`src/rtl/ttl_serial_adder_pkg.sv`:
```
// rtl/ttl_serial_adder_pkg.sv - state encoding and counter sizing for the bit-serial adder
// Shared by ttl_serial_adder_accumulator (optional macro TTL_SERIAL_ADDER_OVERFLOW_EN lives in the top).
package ttl_serial_adder_pkg;

  typedef enum logic {
    STATE_IDLE  = 1'b0,
    STATE_SHIFT = 1'b1
  } state_t;

  // Counter must hold WIDTH itself after the final bit, so it is sized for WIDTH+1 values.
  function automatic int count_width(input int width);
    return (width < 1) ? 1 : $clog2(width + 1);
  endfunction

endpackage

```
`src/rtl/ttl_full_adder_bit.sv`:
```
// rtl/ttl_full_adder_bit.sv - one-bit combinational full adder cell
// Reused once per clock by the serial adder datapath.
module ttl_full_adder_bit (
  input  logic A,
  input  logic B,
  input  logic C_in,
  output logic S,
  output logic C_out
);

  assign S     = A ^ B ^ C_in;
  assign C_out = (A & B) | (A & C_in) | (B & C_in);

endmodule

```
`src/rtl/ttl_serial_adder_accumulator.sv`:
```
// rtl/ttl_serial_adder_accumulator.sv - bit-serial add/subtract with start/busy/done handshake
// Optional macro TTL_SERIAL_ADDER_OVERFLOW_EN adds a registered signed Overflow output.
module ttl_serial_adder_accumulator
  import ttl_serial_adder_pkg::*;
#(
  parameter int WIDTH      = 8,
  parameter int DELAY_RISE = 0,
  parameter int DELAY_FALL = 0
) (
  input  logic             Clk,
  input  logic             Clear,
  input  logic             Start,
  input  logic             Sub,
  input  logic [WIDTH-1:0] A,
  input  logic [WIDTH-1:0] B,
  input  logic             C_in,
  output logic [WIDTH-1:0] Sum,
  output logic             C_out,
  output logic             Busy,
  output logic             Done
`ifdef TTL_SERIAL_ADDER_OVERFLOW_EN
  ,
  output logic             Overflow
`endif
);

  localparam int CW = count_width(WIDTH);

  state_t           state, state_next;
  logic [WIDTH-1:0] op_a, op_b, res, res_next;
  logic [CW-1:0]    cnt;
  logic             carry, sub_q;
  logic             fa_s, fa_c;
  logic             accept, finish, last_bit;

  // Output delays are board-level timing annotations; the clocked RTL does not model them.
  if (DELAY_RISE < 0 || DELAY_FALL < 0) begin : g_negative_delay
  end

  ttl_full_adder_bit u_fa (
    .A     (op_a[0]),
    .B     (op_b[0]),
    .C_in  (carry),
    .S     (fa_s),
    .C_out (fa_c)
  );

  assign last_bit = (cnt == CW'(WIDTH - 1));

  if (WIDTH == 1) begin : g_res_one
    assign res_next = fa_s;
  end else begin : g_res_wide
    assign res_next = {fa_s, res[WIDTH-1:1]};
  end

  always_comb begin
    state_next = state;
    accept     = 1'b0;
    finish     = 1'b0;
    case (state)
      STATE_IDLE: begin
        if (Start) begin
          accept     = 1'b1;
          state_next = STATE_SHIFT;
        end
      end
      STATE_SHIFT: begin
        if (last_bit) begin
          finish     = 1'b1;
          state_next = STATE_IDLE;
        end
      end
      default: state_next = STATE_IDLE;
    endcase
  end

  always_ff @(posedge Clk or posedge Clear) begin
    if (Clear) begin
      state <= STATE_IDLE;
      op_a  <= '0;
      op_b  <= '0;
      res   <= '0;
      cnt   <= '0;
      carry <= 1'b0;
      sub_q <= 1'b0;
      Sum   <= '0;
      C_out <= 1'b0;
      Busy  <= 1'b0;
      Done  <= 1'b0;
`ifdef TTL_SERIAL_ADDER_OVERFLOW_EN
      Overflow <= 1'b0;
`endif
    end else begin
      state <= state_next;
      if (accept) begin
        // Subtraction as A + ~B + ~borrow_in, so one adder cell serves both modes.
        op_a  <= A;
        op_b  <= Sub ? ~B : B;
        carry <= C_in ^ Sub;
        sub_q <= Sub;
        cnt   <= '0;
        Busy  <= 1'b1;
        Done  <= 1'b0;
      end else if (state == STATE_SHIFT) begin
        res   <= res_next;
        op_a  <= op_a >> 1;
        op_b  <= op_b >> 1;
        carry <= fa_c;
        cnt   <= cnt + CW'(1);
        if (finish) begin
          Sum   <= res_next;
          C_out <= fa_c ^ sub_q;
          Busy  <= 1'b0;
          Done  <= 1'b1;
`ifdef TTL_SERIAL_ADDER_OVERFLOW_EN
          Overflow <= carry ^ fa_c;
`endif
        end
      end else begin
        Done <= 1'b0;
      end
    end
  end

endmodule
```
`config.mk`:
```
export PLATFORM = sky130hd
export DESIGN_NAME = ttl_serial_adder_accumulator
export DESIGN_NICKNAME = d
export VERILOG_FILES = /design/src/rtl/ttl_serial_adder_pkg.sv /design/src/rtl/ttl_full_adder_bit.sv /design/src/rtl/ttl_serial_adder_accumulator.sv
export SDC_FILE = /design/constraint.sdc
export NUM_CORES = 1
export LEC_CHECK = 0
export ABC_AREA = 1
export CORE_UTILIZATION = 52
export DETAILED_ROUTE_END_ITERATION = 7
export PLACE_DENSITY_LB_ADDON = 0.15
export SLEW_MARGIN = 20
export SYNTH_ARGS = -nofsm -noshare
export SYNTH_HDL_FRONTEND = slang
export SYNTH_HIERARCHICAL = 1
export SYNTH_SLANG_ARGS = --single-unit
```
`constraint.sdc`:
```
create_clock -name Clk -period 1.5 [get_ports Clk]
set_input_delay 0.15 -clock Clk [delete_from_list [all_inputs] [get_ports Clk]]
set_output_delay 0.15 -clock Clk [all_outputs]
set_load 0.02 [all_outputs]
```
* After elaboration in Yosys (flattened, before gate mapping)
Cells that the tools add are included.
Operators by class: add/sub/neg operators 1, muxes and demuxes 21, bitwise operators 12, reduce and logical (&&, ||, !) cells 5, equal/unequal tests 2
Operators with widths (number):
- two-way mux 8 bit | 5
- two-way mux 1 bit | 13
- two-way mux 4 bit | 2
- inverter 8 bit | 1
- adder 4 x 1 -> 4 bit, second input constant | 1
- equality test 4 x 3 -> 1 bit, second input constant | 1
- AND reduction 2 bit | 2
- nonzero test 2 bit | 2
- bitwise XOR 1 bit | 4
- AND 1 bit | 3
- inequality test 3 x 1 -> 1 bit, second input constant | 1
- AND reduction 3 bit | 1
- inverter 1 bit | 2
- OR 1 bit | 2
- one-hot mux 1 bit (2 select lines) | 1
Word-level totals: output and inout bits 11, register bits after elaboration 42, word-level logic and storage cells 52

* Longest topological paths before layout
word-level depth 6, gate-level depth with buffers 6, mapped depth without buffers 6

* By module
The synthesis kept the hierarchy.
Modules (own cells, without submodules):
- ttl_serial_adder_accumulator | instances 1, cells each 229, area each 1871.8 um2
- ttl_full_adder_bit | instances 1, cells each 1, area each 20.0 um2

* Least setup slack after synthesis
OpenSTA, ideal clock, no wires.
path kind reg-to-reg, start reg op_a[0], end reg carry, data arrival time 1.102 ns, stages on the path, launching flop included 5, required time 1.377 ns, path slack 0.275 ns, cells stage by stage dfrtp_1 -> fa_1 -> nand2_1 -> a21boi_0 -> nand2_1
Between the ends: cells in the longest elaborated chain, start to end 5
RTL lines:
- start, declared | RTL line ttl_serial_adder_accumulator.sv:30 | logic [WIDTH-1:0] op_a, op_b, res, res_next;
- start signal, assigned | RTL line ttl_serial_adder_accumulator.sv:106 | op_a <= op_a >> 1;
- AND 1 bit | RTL line ttl_full_adder_bit.sv:12 | assign C_out = (A & B) | (A & C_in) | (B & C_in);
- OR 1 bit (*) (2 in a row) | RTL line ttl_full_adder_bit.sv:12
- via fa_c | RTL line ttl_serial_adder_accumulator.sv:33 | logic fa_s, fa_c;
- two-way mux 1 bit (*) | RTL line ttl_serial_adder_accumulator.sv:104 | end else if (state == STATE_SHIFT) begin
- two-way mux 1 bit (*) | RTL line ttl_serial_adder_accumulator.sv:95 | if (accept) begin
- end signal, assigned | RTL line ttl_serial_adder_accumulator.sv:99 | carry <= C_in ^ Sub;
- end, declared | RTL line ttl_serial_adder_accumulator.sv:32 | logic carry, sub_q;
Mark *: on every way through the listed nets, which the timed path passes. The rest lies on a longest branch. The select of a mux whose other input is x is not followed. A chain may end at the register's enable or synchronous reset.

* Worst setup path after layout
Ends and elaborated chain as after synthesis.

==> reports/metrics.csv <==
metric;value;unit
outcome;finished clean;
yosysSeqAreaShare;54.23;%
io_pins;32;
yosys_warnings;6;
fp-row-count;21;
holdBufCountCts;0;
cts_buffer_depth;2;
worstSetupStartpointType;register;
synth.distinct_cells;20;
cts_tree;done;
crit_arrival;1.57;ns
dp.cells;306;
grt_overflow;0;
tns;0;ns
fp.dieH;62.32;µm
die_w;62.32;µm
cts_root_buf;clkbuf_4;
dieArea;3883;µm²
fin_skew;0.01177;ns
start_util;55.38;%
wl_met2;1881;µm
wire_per_inst;11.50;µm
maxSlewHeadroom;79.01;%
mostFrequentLayoutCells;nand2_1, dfrtp_1, nand3_1;
antenna_found_initial;0;
drcViolationCount;0;
endpoint_kind;register;
top_layer;met4;
first_pass_iters;4;
syn_nets;253;
syn_inst;230;
syn_area;1892;µm²
worst-setup-path-type;register to register;
ir_drop;0.7077;mV
leakage;1.400;nW
port_buffers;31;
cts-htree-levels;2;
hp-class;input port to async pin;
viasPerCell;5.010;
rsz0062_at_grt;no;
wirelength;3611;µm
clock_sinks;41;
grt_pass1_wl;6713;µm
hold_viol;0;
grtUsageTotal;22.36;%
ff2ff_setup_slack;0.18;ns
vias;1573;
drt-initial-drc-count;74;
avgSynthCellArea;8.225;µm²
stdcell_count;314;
power_density;1704;nW/µm²
grt_max_degree;42;
drive_above_1_share;7.463;%
core-area;3416;µm²
num-nets-final;290;
cp.required;1.75;ns
gp_congestion;0.7830;
fin_crit;1.321;ns
ant_nets;0;
clk_latency;0.35;ns
wl_met3;121;µm
final_common_cell;nand2_1;
cts_inserted_buffers;5;
finalMaxSlewViolations;0;
diodes;0;
finalCritPeriodShare;88.08;%
fmax;756.9;MHz
max-cap-violations;0;
setup_violations;0;
path_max_fanout;3;
clkTransAtPathRegs;0.13;ns
synth_seq_cells;41;
areaGrowthSynthToFinish;27.18;%
worst_pin_slew;0.3141;ns
first_global_vias;1656;
met1_length;1505;µm
dp_hpwl;2518;µm
hold_ws;0.1469;ns
[what timing repair did]
item                       in CTS  in global routing
resized for setup               0                 11
setup endpoints to repair       0                 11
buffers inserted                0                  0
[final cells by class]
class	instances	area, µm²
Sequential cell	41	1026
Fill cell	271	1010
Multi-Input combinational cell	162	742.0
Timing Repair Buffer	39	410.4
Inverter	18	67.56
Clock inverter	3	65.06
Tap cell	46	57.56
Clock buffer	5	37.54
[routing by layer]
layer	GRT usage, %	up-vias
met4	11.05	0
met3	6.250	8
met2	40.66	26
li1	-	788
met1	23.53	751
met5	0	-
[worst max-delay path, stage by stage, from the launching register on]
cell	delay [ns]
dfrtp_1	0.43
fa_1	0.47
nand2_1	0.08
a21boi_0	0.17
nand2_1	0.07
[kinds of logic (layout without fill, tap and decap cells)]
logic type	after synthesis	in the layout	share of synthesized area (%)
AO/OA/AOI/OAI	17	17	5.556
flip-flops	41	41	54.23
buffers and inverters	27	65	6.547
AND/OR/NAND/NOR	143	143	31.94
adder cells (fa/ha/maj)	2	2	1.720
[metrics by stage]
step / setup slack [ns] / util (%) / cell area (µm²) / total power, mW
after floorplan: 0.2746 / - / 1892 / 2.739
after global placement: 0.2248 / 66.63 / 2276 / 3.211
after detailed placement: 0.2025 / 66.63 / 2276 / 3.283
after CTS: 0.004854 / 69.63 / 2379 / 4.164
after global routing: 0.07287 / 70.44 / 2406 / 4.409
final: 0.1789 / 70.44 / 2406 / 4.099
[where the power goes]
part	internal (mW)	leakage [nW]	total [mW]	switching, mW
Clock	0.516	0.0552	0.881	0.365
Combinational	0.602	0.817	1.42	0.822
Sequential	1.53	0.528	1.79	0.268
Total	2.64	1.40	4.10	1.46
[path summary, 6_finish.rpt]
check,cells past startpoint,start,to
min reg2reg,2,Sum[1],Sum[1]
max reg2reg,4,op_a[0],carry
max,4,op_a[0],carry
max in group asynchronous,3,Clear,Sum[1]
min in group Clk,3,A[7],op_a[7]
min,3,Clear,Sum[4]
[registers in the layout (all words and copies together) (netlist names)]
name	flops
op_b	8
state	1
Done	1
cnt	4
op_a	8
carry	1
C_out	1
sub_q	1
Sum	8
Busy	1
res	7
[synthesized netlist by cell type, drive strengths merged]
| cell | instances | area [µm²] |
|---|---|---|
| nand2 | 106 | 405.4 |
| dfrtp | 41 | 1026 |
| nand3 | 24 | 120.1 |
| inv | 17 | 63.81 |
| nor2 | 11 | 60.06 |
| a21boi | 8 | 60.06 |
| o21ai | 8 | 40.04 |
| buf | 6 | 45.04 |
| clkbuf | 3 | 11.26 |
| nand4 | 2 | 18.77 |
| a21oi | 1 | 5.000 |
| clkinv | 1 | 3.750 |
| fa | 1 | 20.02 |
| ha | 1 | 12.51 |
(Power assumes the default switching activity.)
